### src/rtl/csa_pkg.sv
// csa_pkg: shared state type and column-count helper for the carry-select adder
package csa_pkg;
  typedef enum logic [1:0] {IDLE, RUN, DONE} csa_state_t;
  function automatic int ncol(int width, int col_w);
    return width / col_w;
  endfunction
endpackage

### src/rtl/csa_seq_adder_if.sv
// csa_seq_adder_if: start/busy/done handshake and operand/result bus
interface csa_seq_adder_if #(parameter int WIDTH = 16);
  logic Start;
  logic Sub;
  logic [WIDTH-1:0] A;
  logic [WIDTH-1:0] B;
  logic [WIDTH-1:0] Sum;
  logic C_out;
  logic Overflow;
  logic Busy;
  logic Done;
  modport master(output Start, Sub, A, B, input Sum, C_out, Overflow, Busy, Done);
  modport slave(input Start, Sub, A, B, output Sum, C_out, Overflow, Busy, Done);
endinterface

### src/rtl/csa_col_n.sv
// csa_col_n: combinational carry-select column, both carry-in cases precomputed
module csa_col_n #(parameter int COL_W = 4) (
  input  logic [COL_W-1:0] a,
  input  logic [COL_W-1:0] b,
  input  logic             c_in,
  output logic [COL_W-1:0] s,
  output logic             c_out
);
  logic [COL_W:0] r0, r1;
  assign r0 = {1'b0, a} + {1'b0, b};
  assign r1 = {1'b0, a} + {1'b0, b} + (COL_W+1)'(1);
  assign s = c_in ? r1[COL_W-1:0] : r0[COL_W-1:0];
  assign c_out = r0[COL_W] | (c_in & r1[COL_W]);
endmodule

### src/rtl/csa_seq_adder.sv
// csa_seq_adder: multi-cycle add/sub retiring one carry-select column per clock
module csa_seq_adder import csa_pkg::*; #(
  parameter int WIDTH = 16,
  parameter int COL_W = 4
) (
  input logic Clk,
  input logic Reset,
  csa_seq_adder_if.slave bus
);
  localparam int NCOL = ncol(WIDTH, COL_W);
  localparam int CNT_W = NCOL > 1 ? $clog2(NCOL) : 1;
  csa_state_t state;
  logic [WIDTH-1:0] a_r, b_r, psum, nsum;
  logic [CNT_W-1:0] cnt;
  logic carry, c, last, accept;
  logic [COL_W-1:0] s;
  int idx;
  assign last = cnt == CNT_W'(NCOL - 1);
  assign accept = bus.Start && state != RUN;
  assign bus.Busy = state == RUN;
  assign bus.Done = state == DONE;
  csa_col_n #(.COL_W(COL_W)) u_col (
    .a(a_r[idx +: COL_W]),
    .b(b_r[idx +: COL_W]),
    .c_in(carry),
    .s(s),
    .c_out(c)
  );
  // merge the column being retired into the partial sum
  always_comb begin
    idx = int'(cnt) * COL_W;
    nsum = psum;
    nsum[idx +: COL_W] = s;
  end
  // sequencer: latch operands, walk columns, publish result on DONE entry
  always_ff @(posedge Clk) begin
    if (Reset) begin
      state <= IDLE;
      a_r <= '0;
      b_r <= '0;
      psum <= '0;
      carry <= 1'b0;
      cnt <= '0;
      bus.Sum <= '0;
      bus.C_out <= 1'b0;
      bus.Overflow <= 1'b0;
    end else if (accept) begin
      state <= RUN;
      a_r <= bus.A;
      b_r <= bus.Sub ? ~bus.B : bus.B;
      carry <= bus.Sub;
      cnt <= '0;
    end else if (state == RUN) begin
      psum <= nsum;
      carry <= c;
      cnt <= cnt + CNT_W'(1);
      if (last) begin
        state <= DONE;
        bus.Sum <= nsum;
        bus.C_out <= c;
        bus.Overflow <= (a_r[WIDTH-1] == b_r[WIDTH-1]) && (nsum[WIDTH-1] != a_r[WIDTH-1]);
      end
    end else begin
      state <= IDLE;
    end
  end
endmodule

### src/flat_wrapper.sv
// flat-port wrapper written by rule: the top's interface ports become plain ports
module csa_seq_adder_flat import csa_pkg::*;
#(
  parameter int WIDTH = 16,
  parameter int COL_W = 4
)
  (Clk, Reset, bus_Start, bus_Sub, bus_A, bus_B, bus_Sum, bus_C_out, bus_Overflow, bus_Busy, bus_Done);
  csa_seq_adder_if #(.WIDTH(WIDTH)) bus_i ();
  input logic Clk;
  input logic Reset;
  input wire logic [$bits(bus_i.Start)-1:0] bus_Start;
  input wire logic [$bits(bus_i.Sub)-1:0] bus_Sub;
  input wire logic [$bits(bus_i.A)-1:0] bus_A;
  input wire logic [$bits(bus_i.B)-1:0] bus_B;
  output wire logic [$bits(bus_i.Sum)-1:0] bus_Sum;
  output wire logic [$bits(bus_i.C_out)-1:0] bus_C_out;
  output wire logic [$bits(bus_i.Overflow)-1:0] bus_Overflow;
  output wire logic [$bits(bus_i.Busy)-1:0] bus_Busy;
  output wire logic [$bits(bus_i.Done)-1:0] bus_Done;
  assign bus_i.Start = bus_Start;
  assign bus_i.Sub = bus_Sub;
  assign bus_i.A = bus_A;
  assign bus_i.B = bus_B;
  assign bus_Sum = bus_i.Sum;
  assign bus_C_out = bus_i.C_out;
  assign bus_Overflow = bus_i.Overflow;
  assign bus_Busy = bus_i.Busy;
  assign bus_Done = bus_i.Done;
  csa_seq_adder #(.WIDTH(WIDTH), .COL_W(COL_W)) u_core (.Clk(Clk), .Reset(Reset), .bus(bus_i));
endmodule
### config.mk
export PLATFORM = sky130hd
export DESIGN_NAME = csa_seq_adder_flat
export DESIGN_NICKNAME = d
export VERILOG_FILES = /design/src/rtl/csa_pkg.sv /design/src/rtl/csa_seq_adder_if.sv /design/src/rtl/csa_col_n.sv /design/src/rtl/csa_seq_adder.sv /design/src/flat_wrapper.sv
export SDC_FILE = /design/constraint.sdc
export NUM_CORES = 1
export LEC_CHECK = 0
export CAP_MARGIN = 25
export CORE_MARGIN = 5
export CORE_UTILIZATION = 57
export DETAILED_ROUTE_END_ITERATION = 8
export GPL_ROUTABILITY_DRIVEN = 1
export PLACE_DENSITY = 0.85
export SKIP_CTS_REPAIR_TIMING = 1
export SYNTH_ARGS = -nofsm -noshare
export SYNTH_HDL_FRONTEND = slang
export SYNTH_SLANG_ARGS = --single-unit
### constraint.sdc
create_clock -name Clk -period 6 [get_ports Clk]
set_input_delay 1.2 -clock Clk [delete_from_list [all_inputs] [get_ports Clk]]
set_output_delay 1.2 -clock Clk [all_outputs]
set_load 0.02 [all_outputs]
# Word-level counts from Yosys, hierarchy flattened
# Index checks and enable logic that the tools add are counted.
# word_totals
regBits,71
input_bits,36
output_inout_bits,20
word_cells,45
# classes
add_sub_neg,4
eq_ne,7
shift,4
n_mux,8
n_bitwise,5
reduce_logical,7
# ops
op,n
negation 4 -> 33 bit,1
variable shift 4 x 33 -> 16 bit (first input constant),1
indexed part select 4 x 33 -> 16 bit,1
indexed part select 16 x 5 -> 4 bit,2
bitwise mux 16 bit,1
2-to-1 mux 16 bit,1
NOT 16 bit,1
adder 4 x 4 -> 5 bit,1
adder 5 x 1 -> 5 bit (second input constant),1
2-to-1 mux 1 bit,5
equality test 2 bit (second input constant),2
2-to-1 mux 4 bit,1
inequality test 3 x 1 -> 1 bit (second input constant),1
AND reduction 3 bit,1
OR reduction 3 bit,1
adder 2 x 1 -> 2 bit (second input constant),1
equality test 2 x 1 -> 1 bit (second input constant),1
logical AND 1 bit,2
inequality test 2 x 1 -> 1 bit (second input constant),1
NOT 1 bit,2
AND reduction 2 bit,1
nonzero test 2 bit,1
OR reduction 2 bit,1
AND 1 bit,1
other kinds (3),3

# Depth between registers and ports, before layout
# Gate-level depths: netlist (run 1).
# depth
ltp_word,8
depth_mapped,10
mapped_depth_nobuf,9

# By module
# From an unflattened synthesis (run 1), not the netlist that was laid out.
# unflattened
cells_unflattened,358
area_unflattened_um2,3373.2
# by_module_without_submodules
module,instances,cells_per_inst,area_per_inst_um2,seq_area_each_um2
csa_seq_adder,1,337,3155.5,1421.4
csa_col_n,1,21,217.7,0.0

# Worst setup path after synthesis (run 1)
# Ideal clock, no wire load.
# synth_path
path_kind,flip-flop to flip-flop
start,register u_core.cnt[0]
end,register u_core.bus.Overflow
setup_time_ns,0.073
arrival_ns,3.476
required_time_ns,5.927
setup_slack_ns,2.451
path_stages_with_launch,10
n_path_buf,1
synth_period_minus_slack_ns,3.549
path_cell_list,dfxtp_1 > buf_1 > mux4_2 > ha_1 > fa_1 > xnor2_1 > nor3_1 > or4b_1 > a311o_1 > o211ai_2
# synth_via
elab_chain_cells,8
word_cells_on_any_way,13
classes_between,add/sub (3); eq/ne (2); shift (4); mux (2); reduce/logical (2)
# synth_lines
element,line_no,source
start: declaration,csa_seq_adder.sv:14,logic [CNT_W-1:0] cnt;
start signal: assignment,csa_seq_adder.sv:56,cnt <= cnt + CNT_W'(1);
indexed part select 16 x 5 -> 4 bit (on tied branches),"csa_seq_adder.sv:23, csa_seq_adder.sv:24",
adder 4 x 4 -> 5 bit,"csa_col_n.sv:10, csa_col_n.sv:11",
adder 5 x 1 -> 5 bit,csa_col_n.sv:11,"assign r1 = {1'b0, a} + {1'b0, b} + (COL_W+1)'(1);"
2-to-1 mux 4 bit,csa_col_n.sv:12,assign s = c_in ? r1[COL_W-1:0] : r0[COL_W-1:0];
indexed part select 4 x 33 -> 16 bit,csa_seq_adder.sv:33,nsum[idx +: COL_W] = s;
bitwise mux 16 bit,csa_seq_adder.sv:33,
inequality test 1 bit,csa_seq_adder.sv:61,bus.Overflow <= (a_r[WIDTH-1] == b_r[WIDTH-1]) && (nsum[WIDTH-1] != a_r[WIDTH-1]);
logical AND 1 bit,csa_seq_adder.sv:61,
end signal: assignment,csa_seq_adder.sv:61,
end: declaration,csa_seq_adder_if.sv:13,"modport slave(input Start, Sub, A, B, output Sum, C_out, Overflow, Busy, Done);"
# Parallel ways exist; a longest one is shown, timed or not.
# A chain may end at the register's enable or synchronous reset.

# Final worst setup path (run 1)
# Same ends and word-level chain as after synthesis.

==> Implementation_results.wiki, run 1 <==
{| class="wikitable"
! Metric !! Value
|-
| Number of global-route vias before repair || 2511
|-
| Final routed wire length divided by cell count || 14.8 um
|-
| Launch point of the worst reg-to-reg path || u_core.cnt[0]$_SDFFE_PP0P_
|-
| Synth-to-layout area growth || 23.8%
|-
| Timing endpoint of the critical path || u_core.bus.Overflow$_SDFFE_PP0P_
|-
| Post-DP HPWL || 5020 um
|-
| Antenna violations before repair || 0
|-
| Reported net switching power || 0.000278 W
|-
| Layout fillers || 398
|-
| Via Count || 2714
|-
| Fin. max-slew vios || 0
|-
| CORE AREA || 5510 sq um
|-
| Delay contributed by the slowest stage of the critical path || 0.84 ns
|-
| Buffers plus inverters on the worst setup path || 0
|-
| Vertical die dimension || 85.4 um
|-
| Starting density of the core || 0.589
|-
| Number of antenna cells inserted || 0
|-
| Synthesized-area fraction occupied by ao, oa, aoi and oai cells || 0.195
|-
| Number of levels in the clock H-tree || 3
|-
| Post-synthesis adder-cell area fraction || 0.0486
|-
| Power per cell area || 262 nW/um^2
|-
| Cells traversed along the worst timing path || mux4_2 > ha_1 > fa_1 > xnor2_1 > nor3_1 > or4b_1 > a311o_1 > o211ai_2
|-
| Cell internal pwr || 0.000774 W
|-
| First drt pass iteration count || 4
|-
| Category of the most critical setup path || reg -> reg
|-
| Iteration-0 DRC Markers || 237
|-
| Count of final hold-check violations || 0
|-
| Global route overflow || 0
|-
| Area of the die || 7300 sq um
|-
| Mapped Cells || 360
|-
| Final std cell area, no fill || 4020 sq um
|-
| Fraction of power spent switching nets || 0.264
|-
| RSZ-0062 raised after global routing || false
|-
| Peak Freq || 0.266 GHz
|-
| Share of synthesized area occupied by flip-flops and latches || 0.438
|-
| Ratio of cells with drive above 1 in the final layout || 0.0777
|-
| Instance area after placement || 3820 sq um
|-
| Detail Route Antenna Nets || 0
|-
| Clock network fraction of total power || 0.353
|-
| Layout Skew || 0.00728 ns
|-
| Final min period || 3.76 ns
|-
| Net Count, Synth || 408
|-
| Static Leakage || 1.49 nW
|-
| Actual transition at the worst max-transition pin || 0.855 ns
|-
| Capturing point of the worst reg2reg path || u_core.bus.Overflow$_SDFFE_PP0P_
|-
| Core utilization of the finished layout || 0.729
|-
| Std-Cell Rows || 27
|-
| Number of sinks driven by the clock tree || 71
|-
| EDFF count, synth || 0
|-
| Endpoint kind of the worst setup timing path || register
|-
| Largest family of logic cells by synthesized area || compound AO/OA/AOI/OAI gates
|-
| Post-detailed-route via-to-cell ratio || 5.61
|-
| IR Drop Worst-Case VDD || 0.156 mV
|-
| Total number of yosys warnings || 0
|-
| Critical Path RT || 6.28 ns
|-
| Tot GR Track Use || 0.207
|-
| Max stage delay cell, worst path || sky130_fd_sc_hd__dfxtp_1
|-
| Crit path from || u_core.cnt[0]$_SDFFE_PP0P_
|-
| Synth Area per Inst || 9.01 sq um
|-
| First-pass GRT wire length || 11900 um
|-
| Proportion of synthesized flip-flops having asynchronous set or reset || 0
|-
| Post-synth top area cell || sky130_fd_sc_hd__dfxtp_1
|-
| Kind of cell adding the most delay to the critical path || flip-flops
|-
| Leading cell type by number of instances after synthesis || sky130_fd_sc_hd__dfxtp_1
|-
| Logic gate share of total power || 0.160
|-
| Final nets || 455
|-
| Clock insertion delay at the later pin of the skew report || 0.35 ns
|-
| Clock tree buffer depth || 2
|-
| Largest fanout of any net on the critical path || 15
|-
| Sum of negative setup slack || 0 ns
|-
| Last weighted congestion value of the routability-driven placer || 0.800
|-
| List of most frequent post-synthesis cells || sky130_fd_sc_hd__dfxtp_1 (71), sky130_fd_sc_hd__nand2_1 (59), sky130_fd_sc_hd__nor2_1 (36)
|-
| Detailed-route DRC error count || 0
|-
| Xor and xnor area share after synthesis || 0.0583
|-
| Setup crit start kind || register
|-
| Total I/O pin count || 56
|-
| Setup violations, final || 0
|-
| Clock tree from TritonCTS || done
|-
| Outcome || complete, no violations
|-
| Root Buffer Master || sky130_fd_sc_hd__clkbuf_8
|-
| Main area contributors after synthesis || sky130_fd_sc_hd__dfxtp_1 (44%), sky130_fd_sc_hd__nand2_1 (6.8%), sky130_fd_sc_hd__a211oi_1 (5.8%), sky130_fd_sc_hd__mux4_2 (5.6%), sky130_fd_sc_hd__a21oi_1 (5.2%)
|-
| Post-synth design cell area || 3240 sq um
|-
| Flip-flop and latch count after synthesis || 71
|-
| Clk slew on worst S/H paths || 0.07 ns
|-
| Post-Synth Simple-Gate Area || 0.167
|-
| Slew Limit Headroom || 0.428
|-
| Number of CTS-inserted buffers || 9
|-
| Number of cell instances on the worst register-to-register path || 8
|-
| Largest net degree at the start of global routing || 54
|-
| Final routed wirelength across all metal layers || 7180 um
|-
| Post-route fraction of the period consumed by the critical path || 0.626
|-
| Data arrival time of the critical path || 4.04 ns
|-
| Instance count on the critical path || 8
|-
| Predominant post-synthesis flop cell || sky130_fd_sc_hd__dfxtp_1
|-
| Portion of total power attributed to sequential cells || 0.487
|-
| Fraction of synthesized area in multiplexers || 0.0590
|-
| X dimension of the die || 85.4 um
|-
| Worst min-delay path category || reg -> reg
|-
| Port Buffers || 55
|-
| Number of max-capacitance violations reported || 0
|-
| Number of distinct library cells after synthesis || 41
|-
| Reg2Reg Setup Slack || 2.24 ns
|-
| Area share of the largest cell type after synthesis || 0.438
|}
registers in the layout (all words and copies together), names as in the netlist:
name	cells
u_core.bus.C_out	1
u_core.b_r	16
u_core.state	2
u_core.psum	16
u_core.cnt	2
u_core.carry	1
u_core.a_r	16
u_core.bus.Overflow	1
u_core.bus.Sum	16
cell usage in the layout, fill, tap and decap left out, types with 10 or more instances in the layout:
cell,count
sky130_fd_sc_hd__nor2_1,35
sky130_fd_sc_hd__xnor2_1,17
sky130_fd_sc_hd__clkbuf_8,10
sky130_fd_sc_hd__clkdlybuf4s50_1,55
sky130_fd_sc_hd__a21oi_1,34
sky130_fd_sc_hd__ha_1,11
sky130_fd_sc_hd__nand2_1,59
sky130_fd_sc_hd__a211oi_1,25
sky130_fd_sc_hd__o21ai_0,16
sky130_fd_sc_hd__nor2b_1,13
sky130_fd_sc_hd__dfxtp_1,71
layer usage:
layer / vias to the layer above / share of wire / global-route usage
met1: 1257 / 0.43 / 0.255
met3: 18 / 0.056 / 0.0553
met5: - / 0 / 0
li1: 1358 / - / -
met2: 81 / 0.49 / 0.338
met4: 0 / 0.027 / 0.0921
worst register-to-register path: stages, from the launching register on:
cell                       delay, ns
sky130_fd_sc_hd__dfxtp_1        0.84
sky130_fd_sc_hd__mux4_2         0.61
sky130_fd_sc_hd__ha_1           0.24
sky130_fd_sc_hd__fa_1           0.40
sky130_fd_sc_hd__xnor2_1        0.44
sky130_fd_sc_hd__nor3_1         0.14
sky130_fd_sc_hd__or4b_1         0.52
sky130_fd_sc_hd__a311o_1        0.38
sky130_fd_sc_hd__o211ai_2       0.13
power groups by stage:
stage / registers (W) / logic (W) / clock network (W)
2_1_floorplan: 0.000514 / 0.000119 / 0
3_3_place_gp: 0.000521 / 0.000162 / 0
3_5_place_dp: 0.000522 / 0.000167 / 0
4_1_cts: 0.000512 / 0.000169 / 0.000376
5_1_grt: 0.000515 / 0.000186 / 0.000397
6_report: 0.000512 / 0.000168 / 0.000372
per-stage QoR:
stage               worst slack, ns  total power, W  cells  hold WS [ns]
global route                   2.01         0.00110    484         0.474
global placement               2.42        0.000683    468         0.436
CTS                            2.23         0.00106    484         0.458
floorplan                      2.45        0.000633    360         0.433
finish                         2.24         0.00105    484         0.453
detailed placement             2.30        0.000689    468         0.442
kinds of logic (layout without fill, tap and decap cells):
logic type                 after synthesis  in the layout
DFF                                     71             71
buffers and inverters                   29             81
muxes                                    9              9
and+or+nand+nor                        121            121
xor gates and xnor gates                20             20
AOI/OAI and AO/OA                       98             98
adders and majority gates               12             12
cell type report:
| type | instances | area, sq um | share of cell area |
|---|---|---|---|
| Sequential cell | 71 | 1420 | 0.354 |
| Clock inverter | 4 | 45.0 | 0.0112 |
| Clock buffer | 12 | 145 | 0.0361 |
| Timing Repair Buffer | 58 | 573 | 0.143 |
| Tap cell | 72 | 90.1 | 0.0224 |
| Inverter | 7 | 26.3 | 0.00654 |
| Multi-Input combinational cell | 260 | 1710 | 0.427 |
how the worst min path moves through the flow:
stage / cells after the start / end / startpoint / slack, ns
6_report: 2 / u_core.bus.Sum[7]$_SDFFE_PP0P_ / u_core.bus.Sum[7]$_SDFFE_PP0P_ / 0.45
5_1_grt: 2 / u_core.a_r[14]$_SDFFE_PP0P_ / u_core.a_r[14]$_SDFFE_PP0P_ / 0.47
4_1_cts: 2 / u_core.bus.Sum[7]$_SDFFE_PP0P_ / u_core.bus.Sum[7]$_SDFFE_PP0P_ / 0.46
3_5_place_dp: 2 / u_core.bus.Sum[7]$_SDFFE_PP0P_ / u_core.bus.Sum[7]$_SDFFE_PP0P_ / 0.44
3_3_place_gp: 2 / u_core.bus.Sum[8]$_SDFFE_PP0P_ / u_core.bus.Sum[8]$_SDFFE_PP0P_ / 0.44
2_1_floorplan: 2 / u_core.a_r[10]$_SDFFE_PP0P_ / u_core.a_r[10]$_SDFFE_PP0P_ / 0.43
Power figures use the tool's default switching activity.
==> run 2, diff against run 1 <==
- CORE_UTILIZATION: 57 -> 47
- PLACE_DENSITY: 0.85 -> 0.75
- clock period: 6 -> 3 ns (I/O delays scaled with it)
==> run 2 against run 1 <==
  * Utilization fell by 11 points
  * Total power up 110%
  * Clock skew up 0.0031 ns
  * Setup slack got worse by 2.2 ns
  * Register-to-register slack lost 2.2 ns
  * Die area is 19% higher
  * Fmax up 26%
  * Critical path type unchanged
  * Critical endpoint unchanged
==> Implementation_results.wiki, run 2 (synthesized netlist as in run 1, its figures left out) <==
{| class="wikitable"
! Metric !! Value
|-
| Clk slew on worst S/H paths || 0.07 ns (about the same)
|-
| Clock tree from TritonCTS || done
|-
| Largest net degree at the start of global routing || 33 (-39%)
|-
| Clock tree buffer depth || 2 (unchanged)
|-
| Power per cell area || 535 nW/um^2 (+100%)
|-
| X dimension of the die || 93.1 um (+8.9%)
|-
| Critical Path RT || 3.28 ns (-3.00 ns)
|-
| Count of final hold-check violations || 0 (unchanged)
|-
| Layout fillers || 600 (+51%)
|-
| Slew Limit Headroom || 0.488 (+0.0602)
|-
| Antenna violations before repair || 0 (unchanged)
|-
| Layout Skew || 0.0104 ns (+0.00312 ns)
|-
| Number of global-route vias before repair || 2583 (+2.9%)
|-
| Hold slack final || 0.451 ns (-0.00178 ns)
|-
| Post-detailed-route via-to-cell ratio || 5.33 (-4.9%)
|-
| Synth-to-layout area growth || 29.1%
|-
| Last weighted congestion value of the routability-driven placer || 0.817 (+2.1%)
|-
| RSZ-0062 raised after global routing || true
|-
| Final routed wire length divided by cell count || 14.1 um (-4.8%)
|-
| Outcome || complete, no violations
|-
| Delay contributed by the slowest stage of the critical path || 0.55 ns (-0.29 ns)
|-
| Global route overflow || 0 (unchanged)
|-
| Root Buffer Master || sky130_fd_sc_hd__clkbuf_8
|-
| Std-Cell Rows || 30 (+11%)
|-
| Endpoint kind of the worst setup timing path || register
|-
| Max stage delay cell, worst path || sky130_fd_sc_hd__fa_2
|-
| Final routed wirelength across all metal layers || 7140 um (-0.64%)
|-
| Area of the multi-input gates || 1740 sq um (+1.6%)
|-
| Setup crit start kind || register
|-
| Routed wl met3 || 455 um (+13%)
|-
| Largest fanout of any net on the critical path || 6 (-9)
|-
| Total I/O pin count || 56 (unchanged)
|-
| Port Buffers || 55 (unchanged)
|-
| Ratio of cells with drive above 1 in the final layout || 0.122 (+0.0447)
|-
| Kind of cell adding the most delay to the critical path || adder cells
|-
| Vertical die dimension || 93.1 um (+8.9%)
|-
| First-pass GRT wire length || 12000 um (+1.3%)
|-
| Total instance count after detailed placement || 489 (+4.5%)
|-
| Detail Route Antenna Nets || 0 (unchanged)
|-
| Static Leakage || 1.57 nW (+5.5%)
|-
| Setup violations, final || 0 (unchanged)
|-
| Worst min-delay path category || reg -> reg
|-
| Post-route fraction of the period consumed by the critical path || 0.992 (+0.366)
|-
| First drt pass iteration count || 5 (+1)
|-
| IR Drop Worst-Case VDD || 0.277 mV (+78%)
|-
| Buffers plus inverters on the worst setup path || 0 (unchanged)
|-
| Cells traversed along the worst timing path || mux4_2 > ha_4 > fa_2 > nand3_2 > o21a_1 > or4b_1 > a311o_1 > o211ai_2
|-
| Tot GR Track Use || 0.177 (-0.0291)
|-
| Via Count || 2694 (-0.74%)
|-
| Iteration-0 DRC Markers || 199 (-16%)
|-
| Sum of negative setup slack || 0 ns (unchanged)
|-
| Number of CTS-inserted buffers || 9 (unchanged)
|-
| Number of sinks driven by the clock tree || 71 (unchanged)
|-
| Number of max-capacitance violations reported || 0 (unchanged)
|-
| Clock insertion delay at the later pin of the skew report || 0.36 ns (about the same)
|-
| Commonest cells after routing, fill and taps aside || sky130_fd_sc_hd__dfxtp_1 (70), sky130_fd_sc_hd__nand2_1 (59), sky130_fd_sc_hd__clkdlybuf4s50_1 (55)
|-
| Peak Freq || 0.336 GHz (+26%)
|-
| Number of levels in the clock H-tree || 3 (unchanged)
|-
| Top routing layer in use || met4
|-
| Fin. max-slew vios || 0 (unchanged)
|-
| Number of non-filler instances in the completed layout || 505 (+4.3%)
|-
| Detailed-route DRC error count || 0 (unchanged)
|-
| Data arrival time of the critical path || 3.26 ns (-0.78 ns)
|-
| Routed length on met2 || 3440 um (-2.1%)
|-
| Sum of routed wire segments on met1 || 3120 um (+1.6%)
|-
| Most common cell after layout, fill and taps aside || sky130_fd_sc_hd__dfxtp_1
|-
| Post-DP HPWL || 5250 um (+4.6%)
|-
| Final nets || 468 (+2.9%)
|-
| Area of the die || 8660 sq um (+19%)
|-
| CORE AREA || 6760 sq um (+23%)
|-
| Actual transition at the worst max-transition pin || 0.758 ns (-0.0979 ns)
|-
| Category of the most critical setup path || reg -> reg
|-
| Number of antenna cells inserted || 0 (unchanged)
|-
| Register area || 1430 sq um (+0.26%)
|-
| Starting density of the core || 0.480 (-0.109)
|-
| Final min period || 2.98 ns (-0.781 ns)
|}
## run 2: final timing paths
| kind | start | end | slack (ns) | depth (start not counted) |
|---|---|---|---|---|
| hold / removal | u_core.bus.Sum[13]$_SDFFE_PP0P_ | u_core.bus.Sum[13]$_SDFFE_PP0P_ | 0.45 | 2 |
| setup reg to reg | u_core.cnt[0]$_SDFFE_PP0P_ | u_core.bus.Overflow$_SDFFE_PP0P_ | 0.02 | 8 |
| hold reg to reg | u_core.bus.Sum[13]$_SDFFE_PP0P_ | u_core.bus.Sum[13]$_SDFFE_PP0P_ | 0.45 | 2 |
| setup / recovery | u_core.cnt[0]$_SDFFE_PP0P_ | u_core.bus.Overflow$_SDFFE_PP0P_ | 0.02 | 8 |
## run 2: area by class of cell
class | count | share of cell area
Sequential cell | 71 | 0.341
Clock buffer | 10 | 0.0329
Tap cell | 80 | 0.0239
Clock inverter | 6 | 0.0200
Inverter | 7 | 0.00628
Timing Repair Buffer | 71 | 0.160
Multi-Input combinational cell | 260 | 0.416
## run 2: through the flow
step | area (sq um) | setup slack [ns] | utilization | power, W
global placement | 3960 | 0.0833 | 0.587 | 0.00140
finish | 4190 | 0.0244 | 0.619 | 0.00224
global route | 4190 | -0.0637 | 0.619 | 0.00235
detailed placement | 3960 | 0.0284 | 0.587 | 0.00141
CTS | 4190 | 0.00235 | 0.619 | 0.00225
floorplan | 3290 | 0.00220 | - | 0.00128
## run 2: per-layer routing
| layer | GRT usage | up-vias |
|---|---|---|
| li1 | - | 1377 |
| met5 | 0 | - |
| met4 | 0.0708 | 0 |
| met3 | 0.0507 | 11 |
| met1 | 0.220 | 1229 |
| met2 | 0.291 | 77 |
## run 2: worst min-delay path: stages (launching register included)
cell and delay (ns):
sky130_fd_sc_hd__dfxtp_1 0.33, sky130_fd_sc_hd__nand2_1 0.04, sky130_fd_sc_hd__o21ai_0 0.05
## run 2: where the power goes
part | total (W) | switching, W | leakage (nW) | internal, W
Clock | 0.000847 | 0.000359 | 0.116 | 0.000488
Sequential | 0.00102 | 0.0000288 | 0.581 | 0.000989
Combinational | 0.000375 | 0.000195 | 0.876 | 0.000181
==> run 3, diff against run 2 <==
==> constraint.sdc (replaced) <==
create_clock -name Clk -period 3 [get_ports Clk]
set_input_delay 0.6 -clock Clk [delete_from_list [all_inputs] [get_ports Clk]]
set_output_delay 0.6 -clock Clk [all_outputs]
set_load 0.005 [all_outputs]
==> run 3 against run 2 <==
  * Register-to-register slack gained 0.03 ns
  * Critical endpoint unchanged
  * Clock power shrank 23%
  * Setup slack gained 0.027 ns
==> Implementation_results.wiki, run 3 (synthesized netlist as in run 1, its figures left out) <==
{| class="wikitable"
! Metric !! Value
|-
| Outcome || complete, no violations
|-
| Layout fillers || 588 (-2.0%)
|-
| Via Count || 2684 (-0.37%)
|-
| Slew Limit Headroom || 0.469 (-0.0194)
|-
| Reported net switching power || 0.000535 W (-8.1%)
|-
| Clock tree buffer depth || 2 (unchanged)
|-
| Max stage delay cell, worst path || sky130_fd_sc_hd__fa_2
|-
| Final routed wirelength across all metal layers || 6890 um (-3.5%)
|-
| Buffers plus inverters on the worst setup path || 0 (unchanged)
|-
| Post-route fraction of the period consumed by the critical path || 0.983 (-0.00914)
|-
| Most common cell after layout, fill and taps aside || sky130_fd_sc_hd__dfxtp_1
|-
| Count of final hold-check violations || 0 (unchanged)
|-
| Critical Path RT || 3.26 ns (-0.02 ns)
|-
| Worst min-delay path category || reg -> reg
|-
| Final min period || 2.95 ns (-0.0274 ns)
|-
| Synth-to-layout area growth || 27.2%
|-
| Power per cell area || 494 nW/um^2 (-7.6%)
|-
| Commonest cells after routing, fill and taps aside || sky130_fd_sc_hd__dfxtp_1 (70), sky130_fd_sc_hd__nand2_1 (59), sky130_fd_sc_hd__clkdlybuf4s50_1 (55)
|-
| Kind of cell adding the most delay to the critical path || adder cells
|-
| Number of levels in the clock H-tree || 3 (unchanged)
|-
| Peak Freq || 0.339 GHz (+0.93%)
|-
| First drt pass iteration count || 4 (-1)
|-
| Largest fanout of any net on the critical path || 6 (unchanged)
|-
| RSZ-0062 raised after global routing || true
|-
| Number of sinks driven by the clock tree || 71 (unchanged)
|-
| Setup violations, final || 0 (unchanged)
|-
| Final std cell area, no fill || 4120 sq um (-1.5%)
|-
| Endpoint kind of the worst setup timing path || register
|-
| Clk slew on worst S/H paths || 0.06 ns (about the same)
|-
| X dimension of the die || 93.1 um (unchanged)
|-
| Actual transition at the worst max-transition pin || 0.786 ns (+0.0287 ns)
|-
| Port Buffers || 55 (unchanged)
|-
| Global route overflow || 0 (unchanged)
|-
| Pwr Total || 0.00204 W (-9.0%)
|-
| Category of the most critical setup path || reg -> reg
|-
| Delay contributed by the slowest stage of the critical path || 0.55 ns (about the same)
|-
| Hold Crit Depth || 2 (unchanged)
|-
| Detail Route Antenna Nets || 0 (unchanged)
|-
| Clock insertion delay at the later pin of the skew report || 0.33 ns (-0.03 ns)
|-
| Largest net degree at the start of global routing || 49 (+48%)
|-
| Fraction of power spent switching nets || 0.262 (+0.00246)
|-
| Number of CTS-inserted buffers || 9 (unchanged)
|-
| Register area || 1430 sq um (unchanged)
|-
| Sum of routed wire segments on met1 || 3260 um (+4.6%)
|-
| Total I/O pin count || 56 (unchanged)
|-
| Root Buffer Master || sky130_fd_sc_hd__clkbuf_8
|-
| Last weighted congestion value of the routability-driven placer || 0.844 (+3.3%)
|-
| Cell internal pwr || 0.00150 W (-9.3%)
|-
| Routed wl met3 || 319 um (-30%)
|-
| Top routing layer in use || met4
|-
| Number of global-route vias before repair || 2550 (-1.3%)
|-
| Fin. max-slew vios || 0 (unchanged)
|-
| Number of antenna cells inserted || 0 (unchanged)
|-
| Clock tree from TritonCTS || done
|-
| Clock network fraction of total power || 0.319 (-0.059)
|-
| Starting density of the core || 0.480 (unchanged)
|-
| Iteration-0 DRC Markers || 91 (-54%)
|-
| Number of max-capacitance violations reported || 0 (unchanged)
|-
| IR Drop Worst-Case VDD || 0.250 mV (-9.8%)
|-
| Portion of total power attributed to sequential cells || 0.499 (+0.045)
|-
| Std-Cell Rows || 30 (unchanged)
|-
| Data arrival time of the critical path || 3.21 ns (-0.05 ns)
|-
| Logic gate share of total power || 0.182 (+0.014)
|-
| Antenna violations before repair || 0 (unchanged)
|-
| Static Leakage || 1.54 nW (-2.2%)
|-
| Cells traversed along the worst timing path || mux4_2 > ha_4 > fa_2 > nand3_2 > o21a_1 > or4b_1 > a311o_1 > o211ai_2
|-
| Routed length on met2 || 3220 um (-6.5%)
|-
| Final routed wire length divided by cell count || 13.7 um (-2.9%)
|-
| Area of the multi-input gates || 1740 sq um (unchanged)
|-
| First-pass GRT wire length || 12000 um (about the same)
|-
| Post-DP HPWL || 5090 um (-3.2%)
|-
| Post-detailed-route via-to-cell ratio || 5.35 (+0.22%)
|-
| Setup crit start kind || register
|-
| CORE AREA || 6760 sq um (unchanged)
|-
| Vertical die dimension || 93.1 um (unchanged)
|-
| Instance area after placement || 3950 sq um (-0.38%)
|-
| Tot GR Track Use || 0.173 (-0.00441)
|-
| Number of cell instances on the worst register-to-register path || 8 (unchanged)
|-
| Instance count on the critical path || 8 (unchanged)
|-
| Final nets || 467 (-0.21%)
|-
| Sum of negative setup slack || 0 ns (unchanged)
|-
| Area of the die || 8660 sq um (unchanged)
|-
| Ratio of cells with drive above 1 in the final layout || 0.111 (-0.0110)
|-
| Layout Skew || 0.00660 ns (-0.00380 ns)
|-
| Detailed-route DRC error count || 0 (unchanged)
|}
-- run 3: cell count changes in the layout (fill, tap and decap cells not counted), sizes merged --
cell / previous run / this run
bufinv: 2 / 0
clkbuf: 10 / 13
clkinv: 4 / 1
buf: 16 / 15
-- run 3: per-layer routing --
layer,track usage,vias up
li1,-,1377
met1,0.233,1236
met2,0.271,64
met3,0.0451,7
met4,0.0574,0
met5,0,-
-- run 3: worst reg2reg max path: stages, from the launching register on --
cell and delay [ns]:
sky130_fd_sc_hd__dfxtp_4 0.39, sky130_fd_sc_hd__mux4_2 0.54, sky130_fd_sc_hd__ha_4 0.19, sky130_fd_sc_hd__fa_2 0.55, sky130_fd_sc_hd__nand3_2 0.09, sky130_fd_sc_hd__o21a_1 0.19, sky130_fd_sc_hd__or4b_1 0.50, sky130_fd_sc_hd__a311o_1 0.29
sky130_fd_sc_hd__o211ai_2 0.14
-- run 3: layout make-up --
type / instances / share of cell area
inverter: 7 / 0.00637
tap: 80 / 0.0243
multi-input combinational: 260 / 0.422
sequential: 71 / 0.346
timing repair buffer: 70 / 0.162
clock inverter: 1 / 0.00121
clock buffer: 13 / 0.0385
-- run 3: power groups by stage --
stage | clock, W | combinational (W) | sequential, W
after floorplan | 0 | 0.000247 | 0.00103
after global placement | 0 | 0.000357 | 0.00104
after detailed placement | 0 | 0.000368 | 0.00104
after CTS | 0.000662 | 0.000369 | 0.00102
after global routing | 0.000714 | 0.000414 | 0.00102
final | 0.000649 | 0.000372 | 0.00102
-- run 3: metrics by stage --
stage / std cells / util / setup slack, ns / hold WS (ns)
2_1_floorplan: 360 / - / 0.00220 / 0.433
3_3_place_gp: 487 / 0.584 / 0.0877 / 0.433
3_5_place_dp: 487 / 0.584 / 0.0290 / 0.442
4_1_cts: 501 / 0.609 / 0.0109 / 0.456
5_1_grt: 502 / 0.610 / -0.0421 / 0.478
6_report: 502 / 0.610 / 0.0518 / 0.449
-- run 3: path summary, 6_finish.rpt --
| kind | slack, ns | endpoint | from |
|---|---|---|---|
| worst max-delay path | 0.05 | u_core.bus.Overflow$_SDFFE_PP0P_ | u_core.cnt[0]$_SDFFE_PP0P_ |
| worst max register to register | 0.05 | u_core.bus.Overflow$_SDFFE_PP0P_ | u_core.cnt[0]$_SDFFE_PP0P_ |
| worst min register to register | 0.45 | u_core.bus.Sum[13]$_SDFFE_PP0P_ | u_core.bus.Sum[13]$_SDFFE_PP0P_ |
| worst min-delay path | 0.45 | u_core.bus.Sum[13]$_SDFFE_PP0P_ | u_core.bus.Sum[13]$_SDFFE_PP0P_ |
